**config.mk**
```make
export PLATFORM = sky130hd
export DESIGN_NAME = deal_sequencer_flat
export DESIGN_NICKNAME = d
export VERILOG_FILES = /design/src/rtl/deal_pkg.sv /design/src/rtl/deal_sequencer_if.sv /design/src/rtl/banker_rule.sv /design/src/rtl/deal_sequencer.sv /design/src/flat_wrapper.sv
export SDC_FILE = /design/constraint.sdc
export NUM_CORES = 1
export LEC_CHECK = 0
export CORE_MARGIN = 5
export CORE_UTILIZATION = 30
export CTS_CLUSTER_SIZE = 24
export DETAILED_ROUTE_END_ITERATION = 8
export HOLD_SLACK_MARGIN = 0.02
export PLACE_DENSITY = 0.72
export RECOVER_POWER = 25
export SLEW_MARGIN = 10
export SYNTH_ARGS = -nofsm -noshare
export SYNTH_HDL_FRONTEND = slang
export SYNTH_HIERARCHICAL = 1
export SYNTH_SLANG_ARGS = --single-unit
```
**constraint.sdc**
```tcl
create_clock -name slow_clock -period 2.65 [get_ports slow_clock]
set_input_delay 0.53 -clock slow_clock [delete_from_list [all_inputs] [get_ports slow_clock]]
set_output_delay 0.53 -clock slow_clock [all_outputs]
set_load 0.02 [all_outputs]
```
**src/rtl/deal_pkg.sv**
```systemverilog
// Shared types and helpers for the baccarat deal sequencer.
// Holds the sequencer state encoding and the card-code to point-value mapping.
package deal_pkg;

  // Sequencer states, in deal order; S_DONE is terminal until reset.
  typedef enum logic [3:0] {
    S_P1     = 4'd0,
    S_D1     = 4'd1,
    S_P2     = 4'd2,
    S_D2     = 4'd3,
    S_CHECK  = 4'd4,
    S_P3     = 4'd5,
    S_BANKER = 4'd6,
    S_D3     = 4'd7,
    S_DONE   = 4'd8
  } state_e;

  // A hand total at or above this value is a natural and ends the deal.
  localparam logic [3:0] NATURAL_MIN = 4'd8;

  // Highest total on which a hand still takes a third card.
  localparam logic [3:0] DRAW_MAX = 4'd5;

  // Point value of a card code: ace..nine count face value,
  // ten/jack/queen/king and "no card" (code 0) count zero.
  function automatic logic [3:0] card_value(input logic [3:0] code);
    logic [3:0] value;
    if ((code >= 4'd1) && (code <= 4'd9)) begin
      value = code;
    end else begin
      value = 4'd0;
    end
    return value;
  endfunction

endpackage

```
**src/rtl/deal_sequencer_if.sv**
```systemverilog
// Signal bundle between the deal sequencer and its datapath/driver.
// The master side supplies step and the hand scores; the slave side
// (the sequencer) returns the capture strobes and the result indicators.
interface deal_sequencer_if;

  logic       step;
  logic [3:0] pscore;
  logic [3:0] dscore;
  logic [3:0] pcard3;

  logic       load_pcard1;
  logic       load_pcard2;
  logic       load_pcard3;
  logic       load_dcard1;
  logic       load_dcard2;
  logic       load_dcard3;

  logic       player_win_light;
  logic       dealer_win_light;
  logic       hand_done;

  modport master (
    output step, pscore, dscore, pcard3,
    input  load_pcard1, load_pcard2, load_pcard3,
    input  load_dcard1, load_dcard2, load_dcard3,
    input  player_win_light, dealer_win_light, hand_done
  );

  modport slave (
    input  step, pscore, dscore, pcard3,
    output load_pcard1, load_pcard2, load_pcard3,
    output load_dcard1, load_dcard2, load_dcard3,
    output player_win_light, dealer_win_light, hand_done
  );

endinterface

```
**src/rtl/banker_rule.sv**
```systemverilog
// Banker third-card decision: purely combinational, given the banker's
// two-card total and the player's third card code. Kept as its own
// module so the datapath tests can reuse it unchanged.
module banker_rule
  import deal_pkg::*;
(
  input  logic [3:0] dscore,
  input  logic [3:0] pcard3,
  output logic       draw
);

  logic [3:0] pvalue;

  // Decide whether the banker takes a third card.
  always_comb begin
    pvalue = card_value(pcard3);
    draw   = 1'b0;
    case (dscore)
      4'd0, 4'd1, 4'd2: draw = 1'b1;
      4'd3:             draw = (pvalue != 4'd8);
      4'd4:             draw = (pvalue >= 4'd2) && (pvalue <= 4'd7);
      4'd5:             draw = (pvalue >= 4'd4) && (pvalue <= 4'd7);
      4'd6:             draw = (pvalue >= 4'd6) && (pvalue <= 4'd7);
      // 7 always stands; totals above 9 never draw.
      default:          draw = 1'b0;
    endcase
  end

endmodule

```
**src/rtl/deal_sequencer.sv**
```systemverilog
// Baccarat deal sequencer. Walks the fixed deal order one card per step,
// applies the natural / player / banker third-card rules, then parks in
// S_DONE showing the result. The state register is the only storage;
// every output is decoded from the current state and step.
module deal_sequencer
  import deal_pkg::*;
(
  input  logic             slow_clock,
  input  logic             reset,
  deal_sequencer_if.slave  bus
);

  state_e state_q;
  state_e state_d;
  logic   banker_draw;
  logic   natural;

  banker_rule u_banker_rule (
    .dscore (bus.dscore),
    .pcard3 (bus.pcard3),
    .draw   (banker_draw)
  );

  // State register; reset abandons any hand in progress.
  always_ff @(posedge slow_clock or posedge reset) begin
    if (reset) begin
      state_q <= S_P1;
    end else begin
      state_q <= state_d;
    end
  end

  // Next-state selection; nothing moves unless step is high.
  always_comb begin
    state_d = state_q;
    natural = (bus.pscore >= NATURAL_MIN) || (bus.dscore >= NATURAL_MIN);
    if (bus.step) begin
      case (state_q)
        S_P1:    state_d = S_D1;
        S_D1:    state_d = S_P2;
        S_P2:    state_d = S_D2;
        S_D2:    state_d = S_CHECK;
        S_CHECK: begin
          if (natural) begin
            state_d = S_DONE;
          end else if (bus.pscore <= DRAW_MAX) begin
            state_d = S_P3;
          end else if (bus.dscore <= DRAW_MAX) begin
            state_d = S_D3;
          end else begin
            state_d = S_DONE;
          end
        end
        S_P3:     state_d = S_BANKER;
        S_BANKER: state_d = banker_draw ? S_D3 : S_DONE;
        S_D3:     state_d = S_DONE;
        S_DONE:   state_d = S_DONE;
        default:  state_d = S_P1;
      endcase
    end else begin
      state_d = state_q;
    end
  end

  // Output decode: one capture strobe per load state, result lights in
  // S_DONE; everything is forced low while reset is asserted.
  always_comb begin
    bus.load_pcard1      = 1'b0;
    bus.load_pcard2      = 1'b0;
    bus.load_pcard3      = 1'b0;
    bus.load_dcard1      = 1'b0;
    bus.load_dcard2      = 1'b0;
    bus.load_dcard3      = 1'b0;
    bus.player_win_light = 1'b0;
    bus.dealer_win_light = 1'b0;
    bus.hand_done        = 1'b0;
    if (!reset) begin
      case (state_q)
        S_P1:   bus.load_pcard1 = bus.step;
        S_D1:   bus.load_dcard1 = bus.step;
        S_P2:   bus.load_pcard2 = bus.step;
        S_D2:   bus.load_dcard2 = bus.step;
        S_P3:   bus.load_pcard3 = bus.step;
        S_D3:   bus.load_dcard3 = bus.step;
        S_DONE: begin
          bus.hand_done        = 1'b1;
          // A tie lights both indicators.
          bus.player_win_light = (bus.pscore >= bus.dscore);
          bus.dealer_win_light = (bus.pscore <= bus.dscore);
        end
        default: begin
          bus.hand_done = 1'b0;
        end
      endcase
    end else begin
      bus.hand_done = 1'b0;
    end
  end

endmodule

```
**src/flat_wrapper.sv**
```systemverilog
// flat-port wrapper written by rule: the top's interface ports become plain ports
module deal_sequencer_flat import deal_pkg::*;
  (slow_clock, reset, bus_step, bus_pscore, bus_dscore, bus_pcard3, bus_load_pcard1, bus_load_pcard2, bus_load_pcard3, bus_load_dcard1, bus_load_dcard2, bus_load_dcard3, bus_player_win_light, bus_dealer_win_light, bus_hand_done);
  deal_sequencer_if bus_i ();
  input  logic slow_clock;
  input  logic reset;
  input wire logic [$bits(bus_i.step)-1:0] bus_step;
  input wire logic [$bits(bus_i.pscore)-1:0] bus_pscore;
  input wire logic [$bits(bus_i.dscore)-1:0] bus_dscore;
  input wire logic [$bits(bus_i.pcard3)-1:0] bus_pcard3;
  output wire logic [$bits(bus_i.load_pcard1)-1:0] bus_load_pcard1;
  output wire logic [$bits(bus_i.load_pcard2)-1:0] bus_load_pcard2;
  output wire logic [$bits(bus_i.load_pcard3)-1:0] bus_load_pcard3;
  output wire logic [$bits(bus_i.load_dcard1)-1:0] bus_load_dcard1;
  output wire logic [$bits(bus_i.load_dcard2)-1:0] bus_load_dcard2;
  output wire logic [$bits(bus_i.load_dcard3)-1:0] bus_load_dcard3;
  output wire logic [$bits(bus_i.player_win_light)-1:0] bus_player_win_light;
  output wire logic [$bits(bus_i.dealer_win_light)-1:0] bus_dealer_win_light;
  output wire logic [$bits(bus_i.hand_done)-1:0] bus_hand_done;
  assign bus_i.step = bus_step;
  assign bus_i.pscore = bus_pscore;
  assign bus_i.dscore = bus_dscore;
  assign bus_i.pcard3 = bus_pcard3;
  assign bus_load_pcard1 = bus_i.load_pcard1;
  assign bus_load_pcard2 = bus_i.load_pcard2;
  assign bus_load_pcard3 = bus_i.load_pcard3;
  assign bus_load_dcard1 = bus_i.load_dcard1;
  assign bus_load_dcard2 = bus_i.load_dcard2;
  assign bus_load_dcard3 = bus_i.load_dcard3;
  assign bus_player_win_light = bus_i.player_win_light;
  assign bus_dealer_win_light = bus_i.dealer_win_light;
  assign bus_hand_done = bus_i.hand_done;
  deal_sequencer u_core (.slow_clock(slow_clock), .reset(reset), .bus(bus_i));
endmodule
```
# Word-level counts from Yosys, hierarchy flattened
# Index checks and enable logic that the tools add are counted.
# classes
n_bitwise,0
shifts,0
reduce_logical,9
mux,25
n_addsub,0
div_mod_pow,0
mul,0
n_eq_ne,15
order_cmp,12
# op_table
op,count
$pmux W4 S8,1
$eq A4 B3 Y1 const B,7
$mux W4,5
$mux W1,18
$eq A4 B2 Y1 const B,4
$le A4 B3 Y1 const B,3
$eq A4 B1 Y1 const B,2
$ge A4 B3 Y1 const B,2
$ge A4 B4 Y1 const B,2
$logic_not A4 Y1,2
$pmux W1 S5,1
$eq A4 B4 Y1 const B,1
$ge A4 B1 Y1 const B,1
$ge A4 B2 Y1 const B,1
$ge A4 B4 Y1,1
$le A4 B4 Y1,1
$le A4 B4 Y1 const B,1
$logic_and A1 B1 Y1,4
$ne A4 B4 Y1 const B,1
$reduce_or A3 Y1,1
$reduce_or A2 Y1,1
$logic_or A1 B1 Y1,1
# word_totals
reg_bits,4
latch_bits,0
mem_bits_ro,0
mem_count,0
mem_bits_rw,0

# Logic depth before layout (Yosys ltp)
# Gate-level depths: netlist of run 1.
# logic_depth
word_depth,8
mapped_depth,6
ltp_nobuf,6

# Cells and area by module
# Netlist of run 1, hierarchy kept.
# by_module_without_submodules
module,seq_area_each_um2,area_each_um2,cells_each,instances
deal_sequencer,100.1,450.4,61,1
banker_rule,0.0,53.8,6,1

# Worst setup path before layout of run 1
# OpenSTA, ideal clock, no wires.
# synth_path
path_kind,input to output
start,input bus_dscore[1]
end,output bus_dealer_win_light
arrival_ns,1.587
slack_ns,0.533
cell_stages,6
n_path_buf,0
path_cell_list,inv_1 -> ha_1 -> nor2b_1 -> o211ai_1 -> nand3b_1 -> a21oi_1
# synth_between
elab_chain_len,3
# synth_lines
item,line,source
"start, declared",flat_wrapper.sv:9,input wire logic [$bits(bus_i.dscore)-1:0] bus_dscore;
$le A4 B4 Y1,deal_sequencer.sv:89,bus.dealer_win_light = (bus.pscore <= bus.dscore);
$mux W1,deal_sequencer.sv:78,case (state_q)
$mux W1,deal_sequencer.sv:77,if (!reset) begin
"end, declared",flat_wrapper.sv:18,output wire logic [$bits(bus_i.dealer_win_light)-1:0] bus_dealer_win_light;
# No other way between the ends.

# Final worst setup path of run 1
# layout_path
start,input bus_pscore[1]
end,output bus_player_win_light
# layout_between
elab_chain_len,3
# layout_lines
item,line,source
"start, declared",flat_wrapper.sv:8,input wire logic [$bits(bus_i.pscore)-1:0] bus_pscore;
$ge A4 B4 Y1,deal_sequencer.sv:88,bus.player_win_light = (bus.pscore >= bus.dscore);
$mux W1,deal_sequencer.sv:78,
$mux W1,deal_sequencer.sv:77,
"end, declared",flat_wrapper.sv:17,output wire logic [$bits(bus_i.player_win_light)-1:0] bus_player_win_light;
# No other way between the ends.

==> results of run 1 <==
per-layer routing:
layer	global-route usage	up-vias
met5	0	-
met2	0.221	11
li1	-	336
met3	0.0203	2
met1	0.178	292
met4	0.0383	0
power by group:
part | internal (mW) | switching, mW | total, mW
clock | 0.0504 | 0.0208 | 0.0712
sequential | 0.0913 | 0.0473 | 0.139
combinational | 0.140 | 0.152 | 0.291
total | 0.281 | 0.220 | 0.501
final cells by class:
type	count	area [sq um]	area share
inverters	7	26.3	0.0297
flip-flops and latches	4	100	0.113
multi-input cells	55	374	0.423
repair buffers	38	342	0.386
well taps	16	20.0	0.0226
clock buffers	3	22.5	0.0255
how the worst max path moves through the flow:
stage / end / from / slack [ps]
after floorplan: bus_dealer_win_light / bus_dscore[1] / 530
after global placement: bus_dealer_win_light / bus_dscore[1] / -350
after detailed placement: bus_dealer_win_light / bus_dscore[1] / -390
after CTS: bus_load_dcard1 / bus_step / 20
after global routing: bus_player_win_light / bus_pscore[1] / 10
final: bus_player_win_light / bus_pscore[1] / 110
metrics by stage:
step | setup WS (ps) | util | hold WS, ps
after detailed placement | -387 | 0.560 | 612
final | 106 | 0.574 | 618
after floorplan | 533 | - | 304
after CTS | 23.2 | 0.567 | 616
after global placement | -347 | 0.560 | 594
after global routing | 14.2 | 0.574 | 680
cell families (layout without fill, tap and decap cells):
kind of cell             Yosys count  in the layout
buffers and inverters              8             48
AO/OA/AOI/OAI                     16             16
adder cells (fa/ha/maj)            4              4
AND/OR/NAND/NOR                   35             35
flip-flops                         4              4
worst reg2reg max path: cells and delay by family (launching register included):
family	cells	cell delay, ps
buffers and inverters	1	180
AND/OR/NAND/NOR	2	620
flip-flops	1	370
AO/OA/AOI/OAI	2	210
placed cells by master, fill, tap and decap left out, drive strengths merged, types with 3 or more instances in the layout:
master / instances
dlymetal6s2s: 5
nand2: 9
buf: 16
clkdlybuf4s50: 14
dfrtp: 4
inv: 7
nor2: 5
ha: 4
nand4: 3
nor3: 3
clkbuf: 4
o211ai: 3
timing repair:
action / in CTS / in global routing
setup endpoints to repair: 4 / 6
gates resized for setup: 10 / 6
buffers inserted: 0 / 0
pin swaps: 0 / 3
==> results.json, run 1 <==
{
  "top_register": "u_core/state_q",
  "place_hpwl_um": 1320,
  "post-route-period-util": 0.960,
  "mappedNetlistNets": 86,
  "cp.depth": 7,
  "gp_congestion": 0.719,
  "hold_viol": 0,
  "min_to": "u_core/state_q[3]",
  "hp-class": "flip-flop to flip-flop",
  "topRoutingLayerUsed": "met4",
  "wl_um": 1550,
  "grt_pass1_wl_um": 2780,
  "cts-buffers-inserted": 3,
  "cp_top_family": "buffers and inverters",
  "syn_inst": 67,
  "crit_chain": "clkdlybuf4s50_1, ha_1, nor2b_1, o211ai_1, nand3b_1, o21a_1, buf_4",
  "antenna_cells": 0,
  "rsz0062_at_grt": "false",
  "regToRegSetupSlack_ps": 1190,
  "synth_top_area_cell": "dfrtp_1",
  "coreArea_sq_mm": 0.00154,
  "hold_path_depth": 1,
  "yosysMostFrequentCell": "nand2_1",
  "crit_fanout": 2,
  "clockBufferDepth": 2,
  "fin_crit_ps": 2540,
  "ant_nets": 0,
  "yosys.area.top_type_share": 0.199,
  "place_inst": 120,
  "pwr_density_cell_mw_per_mm2": 567,
  "arrival_ps": 2010,
  "final_area_sq_um": 885,
  "dieArea_sq_mm": 0.00260,
  "cp_num_buf_inv": 2,
  "status": "finished clean",
  "synthTopCellsByCount": "nand2_1 (8), inv_1 (7), nor2_1 (5)",
  "end_kind": "primary output",
  "rr_startpoint": "u_core/state_q[1]",
  "synth_top_family_by_area": "simple AND/OR/NAND/NOR gates",
  "slew_violations": 0,
  "async_flop_share": 1.00,
  "stdcell_count": 123,
  "rows": 14,
  "synthAdderAreaFrac": 0.0993,
  "wl_per_cell_um": 12.6,
  "relSlewSlack": 0.828,
  "worst_pin_slew_ps": 257,
  "first_global_vias": 642,
  "max_freq_ghz": 0.393,
  "hp-start": "u_core/state_q[3]",
  "ys_ff_latch": 4,
  "syn_to_final_growth_pct": 75.4,
  "syn_area_sq_um": 504,
  "synth-simple-area-share": 0.419,
  "finClkSkew_ps": 2.05,
  "synth_xor_area_frac": 0,
  "h-tree-depth": 1,
  "chipWidth_um": 51.0,
  "gr-total-overflow": 0,
  "synth_edf_count": 0,
  "cp_slowest_cell": "clkdlybuf4s50_1",
  "vias": 641,
  "setup_viol": 0,
  "grt_max_degree": 14,
  "clock_tree.root_cell": "clkbuf_4",
  "totalNegativeSetupSlack_ps": 0,
  "drv_cap": 0,
  "placed_cell_area_sq_um": 863,
  "largest_register_ffs": 4,
  "crit_path_start_kind": "input port",
  "synth_flop_cell": "dfrtp_1",
  "drtPass1Iterations": 4,
  "wl_met3_um": 38,
  "port_buffers": 23,
  "avgSynthCellArea_sq_um": 7.53,
  "p_leak_nw": 0.477,
  "n_fill_cell": 150,
  "drive_gt1_frac": 0.224,
  "synthTopCellsByArea": "dfrtp_1 (20%), ha_1 (9.9%), nand2_1 (6.0%)",
  "nNetsFinal": 128,
  "holdBufCountCts": 0,
  "critical_path_class": "input port to primary output",
  "io_pins": 24,
  "reg_top3": "u_core/state_q x4",
  "synth_cell_types": 30,
  "cts_tree": "done",
  "yosysWarnings": 6,
  "slowest_delay_ps": 480,
  "clk_latency_ps": 230,
  "dr_wl_met2_um": 775,
  "yosysSeqAreaShare": 0.199,
  "regToRegEndpoint": "u_core/state_q[0]",
  "antenna_found_initial": 0,
  "clkTransAtPathRegs_ps": 30,
  "clkSinkCount": 4,
  "cp.required_ps": 2120,
  "worstRegToRegCells": 5,
  "viasPerCell": 5.21,
  "drc_errors": 0,
  "power_mw": 0.501,
  "synth_compound_area_frac": 0.223,
  "synth_mux_area_frac": 0,
  "grt_util_all_layers": 0.133,
  "die_h_um": 51.0,
  "drtIter0Drc": 19,
  "initial_utilization": 0.327,
  "wl_met1_um": 720,
  "ir_worst_vdd_mv": 0.202
}
(Power assumes the default switching activity.)
==> inputs of run 2 (changes only) <==
Settings changed: ABC_AREA from default to 1, PLACE_DENSITY 0.72 to 0.69, REMOVE_ABC_BUFFERS from default to 1.
==> run 2 against run 1 <==
- maximum frequency grew 0.95%
- power grew 6.2%
- core utilization shrank 8.9 points
- worst hold slack lost 23 ps
- cell area grew 6.4%
- flip-flop and latch count is the same
- clock skew grew 4.2 ps
- clock power grew 4.6%
- first-iteration DRC count shrank 21%
- sequential share of layout area shrank 0.68 points
- critical path depth shrank 1
- final cell count grew 41%
- largest cell class unchanged
- largest power group unchanged
==> results.json, run 2 <==
{
  "status": "finished clean",
  "drtIter0Drc": 15,
  "cts_setup_buffers": 0,
  "drv_cap": 0,
  "synth-simple-area-share": 0.492,
  "setup_slack_ps": 129,
  "arrival_ps": 1990,
  "synth_top_area_cell": "nand2_1",
  "ys_ff_latch": 4,
  "wl_um": 1620,
  "viasPerCell": 4.38,
  "multiInputGateArea_sq_um": 395,
  "coreArea_sq_mm": 0.00194,
  "grt_max_degree": 9,
  "drive_gt1_frac": 0.158,
  "rows": 16,
  "chipWidth_um": 54.7,
  "holdWs_ps": 595,
  "avgSynthCellArea_sq_um": 5.36,
  "post-route-period-util": 0.951,
  "io_pins": 24,
  "end_kind": "primary output",
  "wl_per_cell_um": 9.36,
  "hp-class": "flip-flop to flip-flop",
  "dp_worst_setup_slack_ps": -354,
  "port_buffers": 23,
  "initial_utilization": 0.309,
  "synth_cell_types": 16,
  "gp_congestion": 0.834,
  "yosys.area.top_type_share": 0.219,
  "die_h_um": 54.7,
  "largest_register_ffs": 4,
  "cts.repair.resized": 6,
  "hold_viol": 0,
  "worstRegToRegCells": 7,
  "slew_violations": 0,
  "syn_inst": 112,
  "dieArea_sq_mm": 0.00300,
  "ant_nets": 0,
  "yosysWarnings": 6,
  "crit_chain": "clkdlybuf4s50_1, inv_1, nor2_1, inv_1, nor2_1, clkdlybuf4s50_1",
  "syn_to_final_growth_pct": 56.7,
  "rsz0062_at_grt": "false",
  "reg_top3": "u_core/state_q x4",
  "synth_xor_area_frac": 0,
  "place_hpwl_um": 1370,
  "clock_tree.root_cell": "clkbuf_4",
  "final_area_sq_um": 941,
  "grt_util_all_layers": 0.125,
  "gr-total-overflow": 0,
  "crit_path_start_kind": "input port",
  "nNetsFinal": 167,
  "regToRegEndpoint": "u_core/state_q[0]",
  "clkTransAtPathRegs_ps": 40,
  "placed_cell_area_sq_um": 921,
  "setup_viol": 0,
  "clk_latency_ps": 240,
  "seqCellArea_sq_um": 100,
  "synth_flop_cell": "dfrtp_1",
  "top_register": "u_core/state_q",
  "synth_top_family_by_area": "simple AND/OR/NAND/NOR gates",
  "holdBufCountCts": 0,
  "cp.required_ps": 2120,
  "synth_edf_count": 0,
  "synthAdderAreaFrac": 0.0833,
  "synthTopCellsByCount": "nand2_1 (35), inv_1 (23), nor2_1 (16)",
  "grt_pass1_wl_um": 2780,
  "first_global_vias": 745,
  "h-tree-depth": 1,
  "fin_crit_ps": 2520,
  "drc_errors": 0,
  "stdcell_count": 173,
  "drtPass1Iterations": 4,
  "n_fill_cell": 221,
  "clockBufferDepth": 2,
  "synth_mux_area_frac": 0,
  "antenna_found_initial": 0,
  "hold_path_depth": 2,
  "min_to": "u_core/state_q[1]",
  "crit_fanout": 3,
  "critical_path_class": "input port to primary output",
  "synth_compound_area_frac": 0.0771,
  "async_flop_share": 1.00,
  "p_leak_nw": 0.580,
  "relSlewSlack": 0.825,
  "hp-start": "u_core/state_q[1]",
  "finClkSkew_ps": 6.22,
  "final_util": 0.485,
  "yosysSeqAreaShare": 0.167,
  "most-common-layout-cells": "nand2_1 (35), inv_1 (23), clkdlybuf4s50_1 (19)",
  "cts-buffers-inserted": 3,
  "power_mw": 0.533,
  "cp_slowest_cell": "clkdlybuf4s50_1",
  "max_freq_ghz": 0.397,
  "cts_tree": "done",
  "slowest_delay_ps": 620,
  "regToRegSetupSlack_ps": 1520,
  "final_common_cell": "nand2_1",
  "totalNegativeSetupSlack_ps": 0,
  "syn_area_sq_um": 601,
  "rr_startpoint": "u_core/state_q[0]",
  "worst_pin_slew_ps": 262,
  "ir_worst_vdd_mv": 0.596,
  "place_inst": 170,
  "antenna_cells": 0,
  "synthTopCellsByArea": "nand2_1 (22%), dfrtp_1 (17%), inv_1 (14%)",
  "clkSinkCount": 4,
  "vias": 757,
  "yosysMostFrequentCell": "nand2_1",
  "pwr_density_cell_mw_per_mm2": 566
}
==> run 2: worst max path at each step <==
stage          slack [ps]                   end          start  depth (start not counted)
2_1_floorplan         580  bus_dealer_win_light  bus_dscore[3]                          6
3_3_place_gp         -330  bus_dealer_win_light  bus_dscore[3]                          8
3_5_place_dp         -350  bus_dealer_win_light  bus_dscore[3]                          8
4_1_cts                 7  bus_player_win_light  bus_dscore[3]                          9
5_1_grt                 1       bus_load_pcard1       bus_step                          6
6_report              130       bus_load_dcard3       bus_step                          6
==> run 2: worst max-delay path, delay by kind of cell <==
family,cells,cell delay [ps]
AND/OR/NAND/NOR,2,250
buffers and inverters,4,1220
==> run 2: kinds of logic (layout without fill, tap and decap cells) <==
| family | count (synthesis) | after routing |
|---|---|---|
| AO/OA/AOI/OAI | 7 | 7 |
| adder cells (fa/ha/maj) | 4 | 4 |
| buffers and inverters | 27 | 61 |
| flip-flops | 4 | 4 |
| AND/OR/NAND/NOR | 70 | 70 |
==> run 2: report_power, final <==
part | internal (mW) | total (mW) | switching [mW]
combinational | 0.132 | 0.317 | 0.185
sequential | 0.0888 | 0.141 | 0.0519
clock | 0.0506 | 0.0745 | 0.0240
==> run 2: per-layer routing <==
layer  up-vias  wire, um  global-route usage
met4         0         7              0.0498
met3         2       135              0.0300
met2        27       736               0.213
li1        408         -                   -
met5         -         0                   0
met1       320       741               0.150
==> run 2: cell type report <==
class                   count  area share
clock buffers               3      0.0239
inverters                  26       0.104
multi-input cells          81       0.420
flip-flops and latches      4       0.106
well taps                  27      0.0359
repair buffers             32       0.310
==> inputs of run 3 (changes only) <==
Settings changed: CAP_MARGIN from default to 5, CORE_UTILIZATION 30 to 40, PLACE_DENSITY 0.69 to 0.85.
==> run 3 against run 2 <==
- sequential share of layout area grew 0.086 points
- maximum frequency shrank 1.4%
- critical endpoint is now bus_load_pcard1
- register-to-register slack is essentially flat
- sequential power is essentially flat
==> results.json, run 3 (synthesis gave the netlist of run 2 again) <==
{
  "final_area_sq_um": 933,
  "drc_errors": 0,
  "rows": 14,
  "setup_slack_ps": 92.6,
  "gp_congestion": 0.869,
  "port_buffers": 23,
  "use_met3": 0.0521,
  "rr_startpoint": "u_core/state_q[2]",
  "wl_um": 1590,
  "p_leak_nw": 0.600,
  "stdcell_count": 162,
  "critical_path_class": "input port to primary output",
  "place_inst": 159,
  "drtPass1Iterations": 4,
  "place_hpwl_um": 1320,
  "crit_path_start_kind": "input port",
  "clk_latency_ps": 230,
  "holdWs_ps": 597,
  "cp_top_family": "buffers and inverters",
  "fin_crit_ps": 2560,
  "multiInputGateArea_sq_um": 399,
  "clkTransAtPathRegs_ps": 40,
  "slew_violations": 0,
  "setup_viol": 0,
  "chipWidth_um": 48.8,
  "crit_start": "bus_step",
  "n_fill_cell": 138,
  "gr-usage-met2": 0.246,
  "drtIter0Drc": 7,
  "holdBufCountCts": 0,
  "die_h_um": 48.8,
  "clockBufferDepth": 2,
  "most-common-layout-cells": "nand2_1 (35), inv_1 (23), clkdlybuf4s50_1 (18)",
  "dp_worst_setup_slack_ps": -380,
  "cp_slowest_cell": "clkdlybuf4s50_1",
  "wl_per_cell_um": 9.83,
  "gr-total-overflow": 0,
  "drv_cap": 0,
  "seqCellArea_sq_um": 100,
  "cp.required_ps": 2120,
  "crit_fanout": 3,
  "drive_gt1_frac": 0.164,
  "grt_max_degree": 9,
  "arrival_ps": 2030,
  "largest_register_ffs": 4,
  "dieArea_sq_mm": 0.00238,
  "grt_pass1_wl_um": 2800,
  "initial_utilization": 0.408,
  "ir_worst_vdd_mv": 0.410,
  "reg_top3": "u_core/state_q x4",
  "ant_nets": 0,
  "nNetsFinal": 167,
  "first_global_vias": 716,
  "syn_to_final_growth_pct": 55.4,
  "h-tree-depth": 1,
  "antenna_found_initial": 0,
  "totalNegativeSetupSlack_ps": 0,
  "end_kind": "primary output",
  "worst_pin_slew_ps": 261,
  "relSlewSlack": 0.825,
  "clock_tree.root_cell": "clkbuf_4",
  "viasPerCell": 4.73,
  "crit_chain": "clkdlybuf4s50_1, inv_1, nor2_1, nand2_1, nor2_1, clkdlybuf4s50_1",
  "post-route-period-util": 0.965,
  "max_freq_ghz": 0.391,
  "hp-start": "u_core/state_q[1]",
  "pwr_density_cell_mw_per_mm2": 572,
  "grt_util_all_layers": 0.140,
  "coreArea_sq_mm": 0.00147,
  "final_util": 0.634,
  "clkSinkCount": 4,
  "cp_num_buf_inv": 3,
  "io_pins": 24,
  "vias": 767,
  "antenna_cells": 0,
  "finClkSkew_ps": 4.47,
  "status": "finished clean",
  "top_register": "u_core/state_q",
  "final_common_cell": "nand2_1",
  "grt_use_met1": 0.156,
  "placed_cell_area_sq_um": 907,
  "grt-busiest-layer": "met2",
  "slowest_delay_ps": 610,
  "power_mw": 0.534,
  "cts_tree": "done",
  "hp-class": "flip-flop to flip-flop",
  "hold_viol": 0,
  "cts-buffers-inserted": 3
}
run 3: cell types whose count changed in the layout (fill, tap and decap cells not counted):
| cell | previous run | this run |
|---|---|---|
| clkdlybuf4s50_1 | 19 | 18 |
| clkbuf_2 | 1 | 0 |
| a21oi_1 | 2 | 1 |
| dlymetal6s2s_1 | 2 | 3 |
| buf_2 | 0 | 1 |
| a21oi_2 | 2 | 3 |
run 3: per-layer routing:
metal	part of all wire	up-vias
met5	0	-
met4	0	0
met3	0.061	0
met2	0.49	21
met1	0.45	339
li1	-	407
run 3: power by group:
group	internal [mW]	switching (mW)	total (mW)
clock network	0.0506	0.0239	0.0744
logic	0.132	0.185	0.318
registers	0.0888	0.0528	0.142
total	0.272	0.262	0.534
run 3: final timing paths:
kind                                     endpoint  slack [ps]  cells after the start
worst min-delay path            u_core/state_q[1]         600                      2
min in group asynchronous       u_core/state_q[1]         630                      3
worst min register to register  u_core/state_q[1]         600                      2
worst max-delay path              bus_load_pcard1          90                      6
max in group asynchronous       u_core/state_q[2]        1840                      3
worst max register to register  u_core/state_q[2]        1510                      7
run 3: cell type report:
type,count,area share
tap,16,0.0214
multi-input combinational,81,0.428
timing repair buffer,32,0.315
clock buffer,3,0.0241
inverter,26,0.105
sequential,4,0.107
run 3: worst reg2reg max path, cell delays in order (launching register included):
cell,delay [ps]
dfrtp_1,440
nor2_1,260
inv_1,70
nor2_1,90
nor2_1,50
nand3_1,70
nand2_1,60
nand2_1,50
run 3: timing repair:
item,CTS,global route
buffers inserted,0,0
gates resized for setup,7,7
endpoints found under the setup margin,2,5
